`src/rtl/param_calculator.sv`:
```
// Parameterised accumulator-style calculator driven by a single step strobe.
// Operands are captured on rising edges of instrucao, a one-cycle EXEC state
// computes the result, and DONE either starts a fresh A/B pair or chains the
// previous result as the next A operand.
module param_calculator #(
    parameter int unsigned W     = 4,
    parameter int unsigned CNT_W = 8
) (
    input  logic             clk,
    input  logic             rst,
    input  logic [W-1:0]     dados,
    input  logic             instrucao,
    input  logic [2:0]       op,
    input  logic             chain,
    output logic [W-1:0]     reg_a,
    output logic [W-1:0]     reg_b,
    output logic [W:0]       result,
    output logic             flag_zero,
    output logic             flag_neg,
    output logic             flag_ovf,
    output logic             fim,
    output logic [1:0]       state,
    output logic [CNT_W-1:0] op_count
);

    localparam logic [1:0] StIdle  = 2'd0;
    localparam logic [1:0] StWaitB = 2'd1;
    localparam logic [1:0] StExec  = 2'd2;
    localparam logic [1:0] StDone  = 2'd3;

    logic [1:0]       state_q, state_d;
    logic [W-1:0]     reg_a_q, reg_a_d;
    logic [W-1:0]     reg_b_q, reg_b_d;
    logic [W:0]       result_q, result_d;
    logic             zero_q, zero_d;
    logic             neg_q, neg_d;
    logic             ovf_q, ovf_d;
    logic [2:0]       op_q, op_d;
    logic             chain_q, chain_d;
    logic [CNT_W-1:0] cnt_q, cnt_d;
    logic             instr_q;
    logic             step;

    logic [W:0]       opa, opb;
    logic [W+1:0]     sum_w;
    logic [W:0]       alu_res;
    logic             alu_ovf, alu_neg;

    // Rising edge of the strobe; instr_q resets high so a held level is not a step.
    assign step = instrucao & ~instr_q;

    // Combinational ALU on the registered operands and latched opcode.
    always_comb begin
        opa     = chain_q ? result_q : {1'b0, reg_a_q};
        opb     = {1'b0, reg_b_q};
        sum_w   = {1'b0, opa} + {1'b0, opb};
        alu_res = '0;
        alu_ovf = 1'b0;
        alu_neg = 1'b0;
        case (op_q)
            3'd0: begin
                alu_res = sum_w[W:0];
                alu_ovf = sum_w[W+1];
            end
            3'd1: begin
                alu_res = opa - opb;
                alu_neg = (opa < opb);
            end
            3'd2: alu_res = opa & opb;
            3'd3: alu_res = opa | opb;
            3'd4: alu_res = opa ^ opb;
            3'd5: begin
                alu_res = {opa[W-1:0], 1'b0};
                alu_ovf = opa[W];
            end
            3'd6: alu_res = {1'b0, opa[W:1]};
            default: alu_res = opb;
        endcase
    end

    // Next-state logic for the FSM and all datapath registers.
    always_comb begin
        state_d  = state_q;
        reg_a_d  = reg_a_q;
        reg_b_d  = reg_b_q;
        result_d = result_q;
        zero_d   = zero_q;
        neg_d    = neg_q;
        ovf_d    = ovf_q;
        op_d     = op_q;
        chain_d  = chain_q;
        cnt_d    = cnt_q;
        case (state_q)
            StIdle: begin
                if (step) begin
                    reg_a_d = dados;
                    chain_d = 1'b0;
                    state_d = StWaitB;
                end
            end
            StWaitB: begin
                if (step) begin
                    reg_b_d = dados;
                    op_d    = op;
                    state_d = StExec;
                end
            end
            StExec: begin
                result_d = alu_res;
                zero_d   = (alu_res == '0);
                neg_d    = alu_neg;
                ovf_d    = alu_ovf;
                if (cnt_q != '1) begin
                    cnt_d = cnt_q + {{(CNT_W-1){1'b0}}, 1'b1};
                end
                state_d = StDone;
            end
            default: begin
                if (step) begin
                    if (chain) begin
                        reg_b_d = dados;
                        op_d    = op;
                        chain_d = 1'b1;
                        state_d = StExec;
                    end else begin
                        reg_a_d = dados;
                        chain_d = 1'b0;
                        state_d = StWaitB;
                    end
                end
            end
        endcase
    end

    // State registers with asynchronous active-high reset.
    always_ff @(posedge clk or posedge rst) begin
        if (rst) begin
            state_q  <= StIdle;
            reg_a_q  <= '0;
            reg_b_q  <= '0;
            result_q <= '0;
            zero_q   <= 1'b0;
            neg_q    <= 1'b0;
            ovf_q    <= 1'b0;
            op_q     <= '0;
            chain_q  <= 1'b0;
            cnt_q    <= '0;
            instr_q  <= 1'b1;
        end else begin
            state_q  <= state_d;
            reg_a_q  <= reg_a_d;
            reg_b_q  <= reg_b_d;
            result_q <= result_d;
            zero_q   <= zero_d;
            neg_q    <= neg_d;
            ovf_q    <= ovf_d;
            op_q     <= op_d;
            chain_q  <= chain_d;
            cnt_q    <= cnt_d;
            instr_q  <= instrucao;
        end
    end

    assign reg_a     = reg_a_q;
    assign reg_b     = reg_b_q;
    assign result    = result_q;
    assign flag_zero = zero_q;
    assign flag_neg  = neg_q;
    assign flag_ovf  = ovf_q;
    assign state     = state_q;
    assign fim       = (state_q == StDone);
    assign op_count  = cnt_q;

endmodule

```
`config.mk`:
```
export PLATFORM = sky130hd
export DESIGN_NAME = param_calculator
export DESIGN_NICKNAME = d
export VERILOG_FILES = /design/src/rtl/param_calculator.sv
export SDC_FILE = /design/constraint.sdc
export NUM_CORES = 1
export LEC_CHECK = 0
export BUFFER_PORTS_ARGS = -buffer_cell sky130_fd_sc_hd__buf_2
export CORE_ASPECT_RATIO = 0.7
export CORE_UTILIZATION = 43
export CTS_BUF_LIST = sky130_fd_sc_hd__clkbuf_8
export DETAILED_ROUTE_END_ITERATION = 10
export PLACE_DENSITY_LB_ADDON = 0.12
export SKIP_CTS_REPAIR_TIMING = 1
export SLEW_MARGIN = 5
export SYNTH_ARGS = -nofsm -noshare
export SYNTH_HDL_FRONTEND = slang
export SYNTH_SLANG_ARGS = --single-unit
export TNS_END_PERCENT = 20
```
`constraint.sdc`:
```
create_clock -name clk -period 3.71 [get_ports clk]
set_clock_uncertainty 0.2 [all_clocks]
set_input_delay 0.371 -clock clk [delete_from_list [all_inputs] [get_ports clk]]
set_output_delay 0.371 -clock clk [all_outputs]
set_load 0.02 [all_outputs]
```
* Yosys cells after proc, flatten, opt, wreduce, memory -nomap -nowiden
Cells that the tools add are included.
Widths: inputs -> output; s select.
** Cells by class
- Add/sub/neg operators :: 3
- Magnitude comparators :: 1
- Equal/unequal tests :: 13
- Multiplexer cells :: 24
- Bitwise operators :: 7
- Reductions and logical operators :: 12
** Operator list (number)
- $pmux 5 s7 :: 1
- $mux 4 :: 5
- $pmux 4 s2 :: 2
- $eq 3x3->1 const B :: 3
- $mux 3 :: 3
- $reduce_and 3->1 :: 3
- $add 8x1->8 const B :: 1
- $mux 2 :: 4
- $ne 8x8->1 const B :: 1
- $add 5x4->6 :: 1
- $eq 3x2->1 const B :: 2
- $pmux 2 s3 :: 1
- $pmux 3 s2 :: 1
- $and 5x4->5 :: 1
- $logic_not 5->1 :: 1
- $lt 5x4->1 :: 1
- $mux 5 :: 1
- $or 5x4->5 :: 1
- $sub 5x4->5 :: 1
- $xor 5x4->5 :: 1
- $eq 2x2->1 const B :: 2
- $mux 1 :: 4
- $ne 2x2->1 const B :: 2
- $pmux 1 s2 :: 2
- 10 further kinds :: 15
** Storage, ports and cells
- Register bits :: 31
- Input bits :: 11
- Output and inout bits :: 27
- Word-level logic and storage cells :: 71

* Longest topological paths before layout
Gate-level depths: netlist (run 1).
- Depth in word-level cells :: 4
- Gate-level depth with buffers :: 11
- Gate-level depth less buffers :: 10

* Worst setup path before layout (run 1)
OpenSTA, ideal clock, no wires.
- Kind :: reg-to-reg
- Start point :: register chain_q
- End point :: register zero_q, in the netlist flag_zero
- Setup time :: 0.121 ns
- Arrival time :: 2.522 ns
- Required time :: 3.389 ns
- Path slack :: 0.867 ns
- Cell stages (with the launch flop) :: 12
- Path buffers :: 1
- Period minus slack after synthesis :: 2.843 ns
- Path through :: dfrtp_1 -> buf_6 -> mux2i_1 -> inv_1 -> ha_1 -> fa_1 -> a21o_1 -> a21oi_1 -> xnor2_1 -> o32a_1 -> o22a_1 -> a32o_2
** On the way
- Word-level cells in the longest chain between the ends :: 4
- Elaborated cells on any way between the ends :: 8
- Those cells by class :: 2 x add/sub; 2 x mux; 3 x bitwise; 1 x reduce/logical
** Ends and longest elaborated chain
- from (decl) :: RTL line 39 : logic chain_q, chain_d;
- from (signal assigned) :: RTL line 158 : chain_q <= chain_d;
- $mux 5 (*) :: RTL line 54 : opa = chain_q ? result_q : {1'b0, reg_a_q};
- $sub 5x4->5 (tied with other cells) :: RTL line 66 : alu_res = opa - opb;
- $pmux 5 s7 (*) :: RTL line 60 : case (op_q)
- $logic_not 5->1 (*) :: RTL line 110 : zero_d = (alu_res == '0);
- to (signal assigned) :: RTL line 154 : zero_q <= zero_d;
- to (decl) :: RTL line 35 : logic zero_q, zero_d;
Every way passes the cells marked *; elsewhere a longest branch is shown, timed or not.
A chain may end at the register's enable or synchronous reset.

* Worst setup path in the final report (run 1)
Same ends and word-level chain as after synthesis.

==> impl_results.md, run 1 <==
- Leading area contributor after synthesis: dfrtp_1
- Area delta synth->final: 16.5%
- Count leader, synth: dfrtp_1
- Leak pwr: approximately 1.2 nW
- Num ports: 38
- Top post-synthesis cells by count: dfrtp_1 (30), ha_1 (20), nor2_1 (18)
- Clock Power Share: 10.1%
- Switching pwr: 1.23 mW
- DIE WIDTH: 84.9 µm
- Initial Utilization: about 46%
- Total clock sinks: 31
- Share of cells above drive strength 1: 24.2%
- Slew Limit Fails: 0
- Maximum clock path buffer count: 2
- Asr flop ratio synth: 100%
- RSZ-0062 raised after global routing: no
- CP arrival: between 3 and 4 ns
- DP HPWL: 3.46 mm
- Normalized max-slew margin: 51.6%
- Hold WS: 0.106 ns
- Synthesized area per cell: approximately 9.6 µm²
- Vias: 1677
- Worst slew pin tran: between 0.7 and 0.8 ns
- Starting DRT DRC Count: 138
- Vias in the first global route: 1571
- Post-synth EDFFs: 0
- Switching Share: 49.4%
- Core Box Area: 0.00448 mm²
- Combinational cell fraction of total power: 60.8%
- Tmin final: roughly 3.2 ns
- Max-capacitance violation count: 0
- Routed WL per cell: roughly 15 µm
- CTS tree: built
- Placement row count: 20
- Cell Area, Synth: 0.00207 mm²
- Cell Chain, Critical Path: mux2i_1, inv_1, ha_1, fa_1, a21o_1, a21oi_1, xnor2_1, o32a_1, o22a_1, a32o_2
- Dominant cells by area after synthesis: dfrtp_1 (36%), ha_1 (12%), nor2_1 (3.3%)
- Cell count after synthesis: 215
- Seq cells post-synth: 31
- Final Hold Fails: 0
- # DRC: 0
- Final core occ: 53.8%
- Die Ht: 60.0 µm
- Pin count of the biggest net entering global routing: 32
- Antenna Diode Count: 0
- All-Layer GR Usage: 20.4%
- Synth Flop Type: dfrtp_1
- Worst path slowest cell: dfrtp_1
- First-pass GRT wire length: 7.84 mm
- Hold/Removal Path Class: in2reg
- Synth Warn #: 0
- Critical path type: reg2reg
- Synth Net Count: 248
- Clock Latency Late Sink: 0.28 ns
- Layout Nets: 288
- Worst-path fanout max: 7
- Outcome: finished, final reports clean
- Initial antenna violation count: 0
- Setup TNS: 0 ns
- Peak VDD IR: roughly 0.42 mV
- Crit-path max cell delay: 0.55 ns
- Final Cycle Share: roughly 86%
- DR vias/cell: 5.39
- Synth cell types: between 50 and 60
- Count of port buffers added during placement: 37
- Startpoint Class: flop
- Htree depth: 2
- Fmax: 312 MHz
- Critical Path RT: ~3.7 ns
- Seq/Total Area, Yosys: 37.6%
- Drt total wl: about 4.6 mm
- Internal Pwr Total: 1.26 mW
- DRT Pass-1 Iters: 6
- Crit end category: flop
- Clock root cell: clkbuf_8
- Clock Pin Slew Worst Setup and Hold Paths: 0.07 ns
- Die area: 0.00510 mm²
- Final GP Congestion: about 0.83
- Final setup fails: 0
- Final global-route overflow total: 0
- Yosys top cell area share: 36.3%
- Pwr dens: between 1000 and 1500 mW/mm²
- Reg power frac: between 20% and 30%
- Post-DRT Antenna Nets: 0
- Number of buffers created by CTS: 5
-- worst max-delay path: cells and delay by family, from the launching register on --
| kind | cells | cell delay, ns |
|---|---|---|
| muxes | 1 | 0.41 |
| xor gates and xnor gates | 1 | 0.09 |
| adders and majority gates | 2 | 0.67 |
| buffers and inverters | 1 | 0.09 |
| DFF | 1 | 0.55 |
| AOI/OAI and AO/OA | 5 | 1.08 |
-- metrics by stage --
| stage | std cells | instance area [µm²] | setup slack, ns | total power, mW |
|---|---|---|---|---|
| 2_1_floorplan | 215 | 2070 | 0.867 | 1.84 |
| 3_3_place_gp | 301 | 2310 | 0.651 | 2.23 |
| 3_5_place_dp | 301 | 2310 | 0.510 | 2.23 |
| 4_1_cts | 309 | 2390 | 0.478 | 2.49 |
| 5_1_grt | 311 | 2410 | 0.292 | 2.73 |
| 6_report | 311 | 2410 | 0.507 | 2.49 |
-- placed cells by master (no fill, tap or decap), types with 4 or more instances in the layout --
| master | synthesis | final |
|---|---|---|
| buf_2 | 1 | 37 |
| dfrtp_1 | 30 | 30 |
| ha_1 | 20 | 20 |
| nor2_1 | 18 | 18 |
| nand2_1 | 17 | 17 |
| inv_1 | 15 | 17 |
| o21ai_1 | 11 | 11 |
| a21oi_1 | 10 | 10 |
| mux2_2 | 6 | 6 |
| nand3_1 | 6 | 6 |
| mux2i_1 | 5 | 5 |
| xor2_1 | 5 | 5 |
| o21ai_0 | 5 | 5 |
| clkbuf_8 | 0 | 5 |
| a21o_1 | 4 | 4 |
| xnor2_1 | 4 | 4 |
-- registers in the layout, summed over array words and instances (netlist names) --
register and count:
chain_q 1, flag_neg 1, flag_ovf 1, flag_zero 1, instr_q 1, op_count 8, op_q 3, reg_a 4
reg_b 4, result 5, state 2
-- kinds of logic after synthesis --
group | count (synthesis) | synth area share [%]
DFF | 31 | 37.6
and+or+nand+nor | 60 | 14.0
AOI/OAI and AO/OA | 51 | 16.8
adders and majority gates | 22 | 14.0
buffers and inverters | 27 | 5.32
muxes | 15 | 8.53
xor gates and xnor gates | 9 | 3.81
-- power groups by stage --
| stage | sequential [mW] | combinational, mW | clock, mW |
|---|---|---|---|
| after floorplan | 0.757 | 1.08 | 0 |
| after global placement | 0.730 | 1.50 | 0 |
| after detailed placement | 0.725 | 1.50 | 0 |
| after CTS | 0.721 | 1.51 | 0.261 |
| after global routing | 0.756 | 1.69 | 0.278 |
| final | 0.722 | 1.51 | 0.252 |
-- area by class of cell --
type                            count  area [µm²]
Clock inverter                      3        12.5
Fill cell                         435        2070
Inverter                           18        67.6
Tap cell                           55        68.8
Clock buffer                        5        68.8
Multi-Input combinational cell    157        1190
Sequential cell                    31         777
Timing Repair Buffer               42         228
-- path summary, 6_finish.rpt --
path | depth (start not counted) | end | slack, ns | from
max in group asynchronous | 4 | instr_q | 2.49 | rst
min | 2 | op_q[2] | 0.11 | op[2]
max reg2reg | 10 | flag_zero | 0.51 | chain_q
max | 10 | flag_zero | 0.51 | chain_q
min reg2reg | 1 | flag_ovf | 0.29 | flag_ovf
min in group asynchronous | 4 | state[1] | 0.51 | rst
-- metal layers --
layer  GRT usage (%)  wire [µm]
met3            4.42        349
met1            31.7       2460
met5               0          0
met4            6.54         25
met2            27.8       1790
(Power assumes the default switching activity.)
==> run 2, diff against run 1 <==
--- a/config.mk
+++ b/config.mk
@@ -8,9 +8,10 @@
 export BUFFER_PORTS_ARGS = -buffer_cell sky130_fd_sc_hd__buf_2
 export CORE_ASPECT_RATIO = 0.7
 export CORE_UTILIZATION = 43
-export CTS_BUF_LIST = sky130_fd_sc_hd__clkbuf_8
+export CTS_BUF_LIST = sky130_fd_sc_hd__clkbuf_2
 export DETAILED_ROUTE_END_ITERATION = 10
 export PLACE_DENSITY_LB_ADDON = 0.12
+export RECOVER_POWER = 100
 export SKIP_CTS_REPAIR_TIMING = 1
 export SLEW_MARGIN = 5
 export SYNTH_ARGS = -nofsm -noshare
==> constraint.sdc (replaced) <==
create_clock -name clk -period 3.5 [get_ports clk]
set_clock_uncertainty 0.2 [all_clocks]
set_input_delay 0.35 -clock clk [delete_from_list [all_inputs] [get_ports clk]]
set_output_delay 0.35 -clock clk [all_outputs]
set_load 0.02 [all_outputs]
==> impl_results.md, run 2 (synthesized netlist as in run 1, its figures left out) <==
- Vias in the first global route: 1541
- All-Layer GR Usage: 20.2%
- Final setup margin: 0.306 ns
- Failing checks: design-rule violations, negative hold slack, max-capacitance violations, max-slew violations
- Final global-route overflow total: 0
- Hold_sp: op[0]
- Normalized max-slew margin: -9.67%
- Hold path endpoint: op_q[0]
- Leak pwr: 1.08 nW
- Clock root cell: clkbuf_2
- Hold Crit Depth: 3
- Worst slew pin tran: 1.64 ns
- Maximum clock path buffer count: 2
- Num ports: 38
- Startpoint Class: flop
- Die Ht: approximately 60 µm
- Reg2reg path depth: 10
- CP arrival: 3.27 ns
- Post-Layout Inst Area: 0.00234 mm²
- Internal Pwr Total: 1.21 mW
- DR vias/cell: 5.41
- DRT Pass-1 Iters: 10
- Clock Latency Late Sink: 0.37 ns
- Slew Limit Fails: 32
- Total clock sinks: 31
- Design Power: 2.50 mW
- R2r endpoint: flag_zero
- Final setup fails: 0
- Combinational cell fraction of total power: 63.9%
- Hold WS: -0.00402 ns
- Drt total wl: approximately 4.7 mm
- Clock Power Share: roughly 7.0%
- Clock Pin Slew Worst Setup and Hold Paths: about 0.16 ns
- Tmin final: between 3 and 4 ns
- RSZ-0062 raised after global routing: no
- DP HPWL: 3.62 mm
- Outcome: finished, violations left
- Hold/Removal Path Class: in2reg
- Crit end category: flop
- Routed WL per cell: approximately 15 µm
- CTS tree: built
- Final GP Congestion: 0.828
- Fillcell total: roughly 430
- Reg2reg setup slack: 0.31 ns
- Fmax: roughly 310 MHz
- First-pass GRT wire length: 7.74 mm
- Critical Path RT: 3.58 ns
- Post-DRT Antenna Nets: 0
- Pin count of the biggest net entering global routing: 32
- Final core occ: a little over half
- Setup TNS: 0 ns
- # DRC: 2
- Most frequent cells in the layout: dfrtp_1 (30), clkbuf_1 (30), ha_1 (20)
- Initial antenna violation count: 0
- Vias: 1700
- Share of cells above drive strength 1: between 10% and 20%
- Cell total after placement: 302
- Final Cycle Share: 91.3%
- R2R Path Start: chain_q
- Antenna Diode Count: 0
- Htree depth: 2
- Initial Utilization: 46.2%
- Core Box Area: 0.00448 mm²
- Max-capacitance violation count: 1
- Final Hold Fails: 1
- Pre-CTS WS: 0.294 ns
- Placed Area: between 0.002 and 0.0025 mm²
- Area delta synth->final: 12.9%
- Max reg flops: 8
- Die area: 0.00510 mm²
- Layout Nets: 291
- DIE WIDTH: 84.9 µm
- Starting DRT DRC Count: 175
- Placement row count: 20
- Peak VDD IR: 0.490 mV
- Pwr dens: 1070 mW/mm²
- Non-Filler Instances: 314
- Reg power frac: slightly below 30%
- Worst-path fanout max: 7
- Count of port buffers added during placement: 37
- Switching Share: 51.6%
- Switching pwr: 1.29 mW
- Number of buffers created by CTS: 5
- Critical path type: reg2reg
run 2: layout make-up:
class / count / area (µm²) / share of cell area (%)
clock buffers: 6 / 30.0 / 1.29
clock inverters: 2 / 8.76 / 0.375
inverters: 18 / 67.6 / 2.89
multi-input cells: 157 / 1170 / 50.1
flip-flops and latches: 31 / 777 / 33.3
well taps: 55 / 68.8 / 2.95
repair buffers: 45 / 213 / 9.11
run 2: critical path, cell delays in order, from the launching register on:
cell     delay [ns]
dfrtp_1        0.55
mux2i_1        0.41
inv_1          0.09
ha_1           0.26
fa_1           0.42
a21o_1         0.18
a21oi_1        0.20
xnor2_1        0.09
o32a_1         0.28
o22a_1         0.21
a32o_2         0.24
run 2: how the worst max path moves through the flow:
stage,start,endpoint,cells past startpoint
CTS,chain_q,flag_zero,10
global route,chain_q,flag_zero,10
detailed placement,chain_q,flag_zero,10
global placement,chain_q,flag_zero,10
finish,chain_q,flag_zero,10
floorplan,chain_q,flag_zero,11
run 2: power groups by stage:
stage	Clock, mW	Sequential (mW)	Combinational [mW]
floorplan	0	0.802	1.15
global placement	0	0.740	1.64
detailed placement	0	0.738	1.65
CTS	0.181	0.730	1.66
global route	0.197	0.765	1.78
finish	0.175	0.727	1.60
run 2: layer usage:
metal,GRT usage [%],wire length (µm),up-vias
met5,0,0,-
met4,5.81,36,0
met3,4.83,329,5
met2,28.3,1860,54
met1,30.7,2520,798
li1,-,-,843
==> run 3, diff against run 2 <==
==> constraint.sdc (replaced) <==
create_clock -name clk -period 3.5 [get_ports clk]
set_clock_uncertainty 0.2 [all_clocks]
set_input_delay 0.7 -clock clk [delete_from_list [all_inputs] [get_ports clk]]
set_output_delay 0.7 -clock clk [all_outputs]
set_load 0.02 [all_outputs]
==> impl_results.md, run 3 (synthesized netlist as in run 1, its figures left out) <==
- Outcome: finished, violations left
- Post-Layout Inst Area: around 0.0023 mm²
- Critical Path RT: between 3 and 4 ns
- Final Hold Fails: 0
- Placed Area: 0.00232 mm²
- Die area: around 0.0051 mm²
- Placement row count: 20
- Max-capacitance violation count: 1
- Share of cells above drive strength 1: 11.4%
- Tmin final: 3.20 ns
- Crit end category: flop
- Count of port buffers added during placement: 37
- Die Ht: 60.0 µm
- Clock Pin Slew Worst Setup and Hold Paths: between 0.15 and 0.2 ns
- Pin count of the biggest net entering global routing: 32
- Final global-route overflow total: 0
- DRT Pass-1 Iters: 8
- Hold/Removal Path Class: in2reg
- Final GP Congestion: 0.828
- Layout Nets: 287
- Routed WL per cell: ~15 µm
- Drt total wl: 4.71 mm
- Htree depth: 2
- Pwr dens: ~1100 mW/mm²
- Final core occ: 51.3%
- Area delta synth->final: 11.0%
- Final setup margin: 0.299 ns
- DIE WIDTH: 84.9 µm
- Slew Limit Fails: 32
- Most frequent cells in the layout: dfrtp_1 (30), clkbuf_1 (30), ha_1 (20)
- Total clock sinks: 31
- DP HPWL: 3.62 mm
- Fmax: roughly 310 MHz
- Startpoint Class: flop
- Clock Latency Late Sink: 0.37 ns
- CP arrival: 3.28 ns
- Final setup fails: 0
- Clock root cell: clkbuf_2
- Starting DRT DRC Count: 182
- Antenna Diode Count: 0
- # DRC: 2
- Num ports: 38
- Final Cycle Share: 91.4%
- Normalized max-slew margin: -9.56%
- Hold WS: 0.211 ns
- Non-Filler Instances: 310
- Peak VDD IR: 0.491 mV
- Number of buffers created by CTS: 5
- Setup TNS: 0 ns
- Critical path type: reg2reg
- Initial Utilization: between 40% and 50%
- DR vias/cell: 5.46
- Leak pwr: 1.07 nW
- Vias in the first global route: 1541
- Vias: 1694
- Failing checks: design-rule violations, max-capacitance violations, max-slew violations
- Maximum clock path buffer count: 2
- Post-DRT Antenna Nets: 0
- Core Box Area: between 0.004 and 0.005 mm²
- Worst-path fanout max: 7
- Worst slew pin tran: 1.64 ns
- Initial antenna violation count: 0
- Design Power: 2.49 mW
- All-Layer GR Usage: 20.2%
- Pre-CTS WS: 0.294 ns
- Max reg flops: 8
- Cell total after placement: 302
- RSZ-0062 raised after global routing: no
- First-pass GRT wire length: 7.74 mm
- CTS tree: built
- Fillcell total: 436
run 3: cell types whose count changed in the layout (fill, tap and decap cells not counted), sizes merged:
cell         change
dlygate4sd3      -4
run 3: layout make-up:
| cell class | count | area (µm²) | share of cell area (%) |
|---|---|---|---|
| inverter | 18 | 67.6 | 2.94 |
| multi-input combinational | 157 | 1170 | 51.0 |
| clock inverter | 2 | 8.76 | 0.381 |
| clock buffer | 6 | 30.0 | 1.31 |
| timing repair buffer | 41 | 173 | 7.52 |
| sequential | 31 | 777 | 33.8 |
| tap | 55 | 68.8 | 3.00 |
run 3: critical path, cell delays in order (launching register included):
cell and delay, ns:
dfrtp_1 0.55, mux2i_1 0.41, inv_1 0.09, ha_1 0.26
fa_1 0.42, a21o_1 0.18, a21oi_1 0.20, xnor2_1 0.09
o32a_1 0.28, o22a_1 0.21, a32o_2 0.24
run 3: per-layer routing:
metal | part of all wire [%] | GRT usage, % | vias to the layer above
met5 | 0 | 0 | -
met4 | 0.91 | 5.81 | 0
met3 | 6.8 | 4.83 | 7
met2 | 39 | 28.3 | 60
met1 | 54 | 30.7 | 793
li1 | - | - | 834
run 3: path summary, 6_finish.rpt:
kind,start,endpoint,slack (ns),cells after the start
worst max-delay path,chain_q,flag_zero,0.30,10
worst min-delay path,instrucao,instr_q,0.21,1
worst max register to register,chain_q,flag_zero,0.30,10
worst min register to register,flag_ovf,flag_ovf,0.31,1
max in group asynchronous,rst,reg_a[1],1.49,3
min in group asynchronous,rst,reg_a[3],0.67,3
run 3: where the power goes:
group	leakage, nW	total (mW)	internal [mW]	switching (mW)
clock	0.0304	0.175	0.0491	0.126
combinational	0.655	1.59	0.647	0.944
sequential	0.382	0.728	0.509	0.219
